--- src/rtl/lcd_sequencer_if.sv ---
// Byte handshake between the LCD sequencer and the LCD byte driver.
//   lcd_data_in    : byte to the driver
//   lcd_data_valid : one-cycle transfer strobe
//   lcd_is_cmd     : 1 = command byte, 0 = character byte
//   lcd_clear      : dedicated clear request (unused by the sequencer, held 0)
//   lcd_ready      : driver ready level (low while the driver works on a byte)
interface lcd_sequencer_if;
  logic [7:0] lcd_data_in;
  logic       lcd_data_valid;
  logic       lcd_is_cmd;
  logic       lcd_clear;
  logic       lcd_ready;

  modport master (
    output lcd_data_in,
    output lcd_data_valid,
    output lcd_is_cmd,
    output lcd_clear,
    input  lcd_ready
  );

  modport slave (
    input  lcd_data_in,
    input  lcd_data_valid,
    input  lcd_is_cmd,
    input  lcd_clear,
    output lcd_ready
  );
endinterface

--- src/rtl/lcd_sequencer.sv ---
// lcd_sequencer: runs the HD44780 4-bit power-on initialisation, then renders
// a 16-bit value as "VAL:hhhh" on line 1, one byte per driver transfer.
// Ports:
//   clk        : system clock, rising edge
//   reset      : asynchronous, active-low
//   value      : value to display, latched at frame start
//   update     : one-cycle refresh request
//   busy       : high during init or while a frame is being sent
//   init_done  : high once the init sequence has completed
//   lcd        : byte handshake to the LCD driver (master side)
module lcd_sequencer #(
  parameter int unsigned INIT_DELAY  = 750000,
  parameter int unsigned CLEAR_DELAY = 100000
) (
  input  logic               clk,
  input  logic               reset,
  input  logic [15:0]        value,
  input  logic               update,
  output logic               busy,
  output logic               init_done,
  lcd_sequencer_if.master    lcd
);

  typedef enum logic [2:0] {
    POWER_WAIT,
    ISSUE,
    ACK,
    DONE,
    CLR_WAIT,
    IDLE
  } state_t;

  localparam logic [23:0] INIT_LAST  = 24'(INIT_DELAY - 1);
  localparam logic [23:0] CLEAR_LAST = 24'(CLEAR_DELAY - 1);
  localparam logic [3:0]  STEP_LAST_INIT  = 4'd5;
  localparam logic [3:0]  STEP_FRAME      = 4'd6;
  localparam logic [3:0]  STEP_LAST_FRAME = 4'd14;

  state_t      state, state_n;
  logic [3:0]  step, step_n;
  logic [23:0] counter, counter_n;
  logic [15:0] value_q, value_q_n;
  logic        pending, pending_n;
  logic        init_done_n;
  logic        busy_n;
  logic [7:0]  data_q, data_n;
  logic        valid_q, valid_n;
  logic        is_cmd_q, is_cmd_n;

  function automatic logic [7:0] hex_ascii(input logic [3:0] n);
    return (n < 4'd10) ? (8'h30 + {4'h0, n}) : (8'h37 + {4'h0, n});
  endfunction

  // {is_cmd, byte} for a given step; digits come from the latched value.
  function automatic logic [8:0] step_byte(input logic [3:0] s, input logic [15:0] v);
    logic [8:0] b;
    case (s)
      4'd0:    b = {1'b1, 8'h33};
      4'd1:    b = {1'b1, 8'h32};
      4'd2:    b = {1'b1, 8'h28};
      4'd3:    b = {1'b1, 8'h0C};
      4'd4:    b = {1'b1, 8'h06};
      4'd5:    b = {1'b1, 8'h01};
      4'd6:    b = {1'b1, 8'h80};
      4'd7:    b = {1'b0, 8'h56};
      4'd8:    b = {1'b0, 8'h41};
      4'd9:    b = {1'b0, 8'h4C};
      4'd10:   b = {1'b0, 8'h3A};
      4'd11:   b = {1'b0, hex_ascii(v[15:12])};
      4'd12:   b = {1'b0, hex_ascii(v[11:8])};
      4'd13:   b = {1'b0, hex_ascii(v[7:4])};
      default: b = {1'b0, hex_ascii(v[3:0])};
    endcase
    return b;
  endfunction

  always_ff @(posedge clk or negedge reset) begin
    if (!reset) begin
      state     <= POWER_WAIT;
      step      <= '0;
      counter   <= '0;
      value_q   <= '0;
      pending   <= 1'b0;
      init_done <= 1'b0;
      busy      <= 1'b1;
      data_q    <= '0;
      valid_q   <= 1'b0;
      is_cmd_q  <= 1'b1;
    end else begin
      state     <= state_n;
      step      <= step_n;
      counter   <= counter_n;
      value_q   <= value_q_n;
      pending   <= pending_n;
      init_done <= init_done_n;
      busy      <= busy_n;
      data_q    <= data_n;
      valid_q   <= valid_n;
      is_cmd_q  <= is_cmd_n;
    end
  end

  always_comb begin
    state_n     = state;
    step_n      = step;
    counter_n   = counter;
    value_q_n   = value_q;
    pending_n   = pending;
    init_done_n = init_done;
    busy_n      = busy;
    data_n      = data_q;
    is_cmd_n    = is_cmd_q;
    valid_n     = 1'b0;

    // Requests outside IDLE collapse into a single pending frame.
    if (update && (state != IDLE)) begin
      pending_n = 1'b1;
    end

    case (state)
      POWER_WAIT: begin
        if (counter == INIT_LAST) begin
          counter_n = '0;
          step_n    = '0;
          state_n   = ISSUE;
        end else begin
          counter_n = counter + 24'd1;
        end
      end
      ISSUE: begin
        if (lcd.lcd_ready) begin
          {is_cmd_n, data_n} = step_byte(step, value_q);
          valid_n            = 1'b1;
          state_n            = ACK;
        end
      end
      ACK: begin
        if (!lcd.lcd_ready) begin
          state_n = DONE;
        end
      end
      DONE: begin
        // Data and is_cmd stay put until here; the driver samples is_cmd late.
        if (lcd.lcd_ready) begin
          if (step == STEP_LAST_INIT) begin
            counter_n = '0;
            state_n   = CLR_WAIT;
          end else if (step == STEP_LAST_FRAME) begin
            busy_n  = 1'b0;
            state_n = IDLE;
          end else begin
            step_n  = step + 4'd1;
            state_n = ISSUE;
          end
        end
      end
      CLR_WAIT: begin
        if (counter == CLEAR_LAST) begin
          counter_n   = '0;
          init_done_n = 1'b1;
          value_q_n   = value;
          step_n      = STEP_FRAME;
          state_n     = ISSUE;
        end else begin
          counter_n = counter + 24'd1;
        end
      end
      IDLE: begin
        if (update || pending) begin
          value_q_n = value;
          pending_n = 1'b0;
          step_n    = STEP_FRAME;
          busy_n    = 1'b1;
          state_n   = ISSUE;
        end
      end
      default: begin
        state_n = POWER_WAIT;
      end
    endcase
  end

  assign lcd.lcd_data_in    = data_q;
  assign lcd.lcd_data_valid = valid_q;
  assign lcd.lcd_is_cmd     = is_cmd_q;
  assign lcd.lcd_clear      = 1'b0;

endmodule

--- src/flat_wrapper.sv ---
// flat-port wrapper written by rule: the top's interface ports become plain ports
module lcd_sequencer_flat 
#(
  parameter int unsigned INIT_DELAY  = 750000,
  parameter int unsigned CLEAR_DELAY = 100000
)
  (clk, reset, value, update, busy, init_done, lcd_lcd_data_in, lcd_lcd_data_valid, lcd_lcd_is_cmd, lcd_lcd_clear, lcd_lcd_ready);
  lcd_sequencer_if lcd_i ();
  input  logic clk;
  input  logic reset;
  input  logic [15:0] value;
  input  logic update;
  output logic busy;
  output logic init_done;
  output wire logic [$bits(lcd_i.lcd_data_in)-1:0] lcd_lcd_data_in;
  output wire logic [$bits(lcd_i.lcd_data_valid)-1:0] lcd_lcd_data_valid;
  output wire logic [$bits(lcd_i.lcd_is_cmd)-1:0] lcd_lcd_is_cmd;
  output wire logic [$bits(lcd_i.lcd_clear)-1:0] lcd_lcd_clear;
  input wire logic [$bits(lcd_i.lcd_ready)-1:0] lcd_lcd_ready;
  assign lcd_lcd_data_in = lcd_i.lcd_data_in;
  assign lcd_lcd_data_valid = lcd_i.lcd_data_valid;
  assign lcd_lcd_is_cmd = lcd_i.lcd_is_cmd;
  assign lcd_lcd_clear = lcd_i.lcd_clear;
  assign lcd_i.lcd_ready = lcd_lcd_ready;
  lcd_sequencer #(.INIT_DELAY(INIT_DELAY), .CLEAR_DELAY(CLEAR_DELAY)) u_core (.clk(clk), .reset(reset), .value(value), .update(update), .busy(busy), .init_done(init_done), .lcd(lcd_i));
endmodule
--- config.mk ---
export PLATFORM = sky130hd
export DESIGN_NAME = lcd_sequencer_flat
export DESIGN_NICKNAME = d
export VERILOG_FILES = /design/src/rtl/lcd_sequencer_if.sv /design/src/rtl/lcd_sequencer.sv /design/src/flat_wrapper.sv
export SDC_FILE = /design/constraint.sdc
export NUM_CORES = 1
export LEC_CHECK = 0
export CORE_MARGIN = 5
export CORE_UTILIZATION = 35
export CTS_CLUSTER_SIZE = 14
export DETAILED_ROUTE_END_ITERATION = 10
export PLACE_DENSITY = 0.58
export SLEW_MARGIN = 20
export SYNTH_ARGS = -nofsm -noshare
export SYNTH_HDL_FRONTEND = slang
export SYNTH_SLANG_ARGS = --single-unit
export TNS_END_PERCENT = 50
--- constraint.sdc ---
create_clock -name clk -period 2.4 [get_ports clk]
set_clock_uncertainty 0.2 [all_clocks]
set_input_delay 0.36 -clock clk [delete_from_list [all_inputs] [get_ports clk]]
set_output_delay 0.36 -clock clk [all_outputs]
set_load 0.02 [all_outputs]
==> results_dict.tcl <==
set metrics [dict create \
    outcome "finished, violations left" \
    violations "setup timing" \
    cts_buffers 9 \
    cp-start-kind "flip-flop" \
    final_layout_size_suffix_gt1_frac 0.189 \
    post-route-min-period_ns 2.41 \
    wirelength_um 9040 \
    num_vias 3169 \
    dr.pass1.iters 4 \
    hold_depth 2 \
    syn-cell-area_um2 3690 \
    final_nets 499 \
    rr_worst_depth 6 \
    core_area_um2 10300 \
    power_density_nw_per_um2 446 \
    ant_nets 0 \
    vdd_drop_max_uv 289 \
    critPathRequiredTime_ns 2.43 \
    ys_ff_latch 60 \
    fp.dieArea_um2 12700 \
    synth_area_leader_cell "dfrtp_1" \
    hpwl_um 6720 \
    die_w_um 113 \
    io_buffers 31 \
    cts-root-buf "clkbuf_8" \
    antenna_found_initial 0 \
    path_buf_inv 1 \
    wire_per_inst_um 14.8 \
    r2r_start "u_core.counter[21]$_DFFE_PN0P_" \
    place_area_um2 4410 \
    io-pin-count 33 \
    slowest_delay_ns 0.54 \
    path_cells "or4_4 > or3_4 > o31ai_4 > buf_6 > nand2_8 > mux2_4" \
    r2r-end "u_core.value_q[6]$_DFFE_PN0P_" \
    syn-instance-count 404 \
    die_h_um 113 \
    yosysTopAreaCellShare 0.393 \
    num_rows 37 \
    routabilityCongestion 0.849 \
    grt_pass1_wl_um 15000 \
    critPathKind "reg -> reg" \
    grt_usage 0.146 \
    synth-edff-count 0 \
    ys_seq_area_frac 0.407 \
    syn_to_final_growth_pct 27.0 \
    route.detailed.drc 0 \
    clock_path_buffers 2 \
    critical-path-top-delay-family "simple AND/OR/NAND/NOR gates" \
    period_share 1.00 \
    fin_tns_setup_ns -0.0148 \
    fin_cells 611 \
    clock_sinks 60 \
    synth_warnings 0 \
    p_leak_uw 0.00200 \
    maxCapViolations 0 \
    vias_per_cell 5.19 \
    cp_max_fo 9 \
    setup_viol 6 \
    slowest_stage "or4_4" \
    hold_slack_ns 0.277 \
    path_clk_slew_ns 0.07 \
    fin_ws_ns -0.00529 \
    cts-htree-levels 3 \
    total_power_uw 2090 \
    synth-main-ff-cell "dfrtp_1" \
    grt_pass1_vias 3104 \
    hp-start "u_core.lcd.lcd_data_in[2]$_DFFE_PN0P_" \
    start_util 0.358 \
    relSlewSlack 0.650 \
    worstHoldPathType "reg -> reg" \
    syn_area_per_cell_um2 9.15 \
    arrival_ns 2.44 \
    fin_area_um2 4690 \
    hold_viol 0 \
    rsz0062_at_grt "true" \
    drt_iter0_drc 170 \
    reg2reg_slack_ns -0.005 \
    placed_cells 591 \
    grt_remaining_overflow 0 \
    antenna_cells 0 \
    grt_max_degree 40 \
    clk_latency_ns 0.35 \
    cts_tree "done" \
    max_slew.worst_pin.slew_ns 0.525 \
    synth.area.top_cells "dfrtp_1, xnor2_1, nor2_1" \
    cp-end-kind "flip-flop" \
    syn-num-nets 433 \
    synthArstFlopShare 1.00 \
    final_max_slew_viol_count 0 \
    hold_end "u_core.lcd.lcd_data_in[2]$_DFFE_PN0P_" \
    synth.distinct_cells 64 \
    max_freq_mhz 416 \
]
-- cell families after synthesis --
kind of cell / Yosys count / synth area share
AO/OA/AOI/OAI: 87 / 0.152
XOR/XNOR: 27 / 0.0640
adder cells (fa/ha/maj): 9 / 0.0305
buffers and inverters: 38 / 0.0427
flip-flops: 60 / 0.407
multiplexers: 17 / 0.0610
other: 1 / 0.00101
AND/OR/NAND/NOR: 165 / 0.242
-- report_power, final --
group | switching (uW) | total [uW] | leakage, uW | internal, uW
clock | 435 | 1020 | 0.000106 | 589
sequential | 0.0000000000000252 | 1010 | 0.000790 | 1010
combinational | 28.2 | 60.3 | 0.00111 | 32.1
-- how the worst max path moves through the flow --
stage	depth (start not counted)	to	start	slack [ns]
6_report	6	u_core.value_q[6]$_DFFE_PN0P_	u_core.counter[21]$_DFFE_PN0P_	-0.005
5_1_grt	6	u_core.value_q[0]$_DFFE_PN0P_	u_core.counter[20]$_DFFE_PN0P_	-0.06
4_1_cts	5	u_core.value_q[6]$_DFFE_PN0P_	u_core.counter[21]$_DFFE_PN0P_	-0.04
3_5_place_dp	5	u_core.value_q[5]$_DFFE_PN0P_	u_core.counter[21]$_DFFE_PN0P_	-0.03
3_3_place_gp	5	u_core.value_q[5]$_DFFE_PN0P_	u_core.counter[21]$_DFFE_PN0P_	-0.003
2_1_floorplan	6	u_core.value_q[15]$_DFFE_PN0P_	u_core.counter[21]$_DFFE_PN0P_	-0.008
-- timing repair --
item | 4_1_cts | 5_1_grt
gates cloned | 0 | 1
pin swaps | 0 | 1
gates resized for setup | 0 | 4
hold buffers | 1 | 0
endpoints found under the hold margin | 20 | 0
setup endpoints to repair | 16 | 20
buffers inserted | 0 | 2
-- metal layers --
| metal | vias up | part of all wire | global-route usage |
|---|---|---|---|
| met5 | - | 0 | 0 |
| li1 | 1586 | - | - |
| met3 | 17 | 0.039 | 0.0401 |
| met1 | 1513 | 0.47 | 0.190 |
| met2 | 53 | 0.47 | 0.231 |
| met4 | 0 | 0.019 | 0.0537 |
-- cell type report --
cell class | instances | area, um^2
Fill cell | 987 | 5630
Clock buffer | 9 | 124
Timing Repair Buffer | 75 | 667
Sequential cell | 60 | 1500
Tap cell | 136 | 170
Clock inverter | 7 | 101
Inverter | 17 | 63.8
Multi-Input combinational cell | 307 | 2060
-- sequential cells by signal (all words and copies together) (netlist names) --
register / flops
u_core.busy: 1
u_core.counter: 24
u_core.init_done: 1
u_core.lcd.lcd_data_in: 8
u_core.lcd.lcd_data_valid: 1
u_core.lcd.lcd_is_cmd: 1
u_core.pending: 1
u_core.state: 3
u_core.step: 4
u_core.value_q: 16
-- cell usage after synthesis, types with 3 or more instances --
library cell	n
dfrtp_1	58
nor2_1	38
nand2_1	32
o21ai_0	26
xnor2_1	22
a21oi_1	21
inv_1	16
clkbuf_1	15
nand3_1	15
nor3_1	14
nor4_1	10
ha_1	9
mux2_4	9
nor2b_1	9
mux2_2	8
a31oi_1	5
nand4_1	5
o211ai_1	5
xor2_1	5
a211oi_1	4
nand2b_1	4
nor4b_1	4
or3_1	4
a21o_1	3
and3_1	3
and4_1	3
and4b_1	3
buf_2	3
nor3b_1	3
or2_2	3
-- through the flow --
step           utilization  setup WS [ns]
6_report             0.454       -0.00529
3_3_place_gp         0.428       -0.00331
5_1_grt              0.454        -0.0616
3_5_place_dp         0.428        -0.0313
4_1_cts              0.450        -0.0360
2_1_floorplan            -       -0.00789
-- placed cells by master (no fill, tap or decap), types with 15 or more instances in the layout --
cell / instances
buf_4: 40
o21ai_0: 25
nand3_1: 15
inv_1: 16
nand2_1: 32
dfrtp_1: 58
a21oi_1: 20
clkdlybuf4s50_1: 30
xnor2_1: 22
nor2_1: 38
-- worst min-delay path: stages (launching register included) --
cell,delay (ns)
dfrtp_1,0.34
nand2_1,0.04
o21ai_0,0.06
Power figures use the tool's default switching activity.
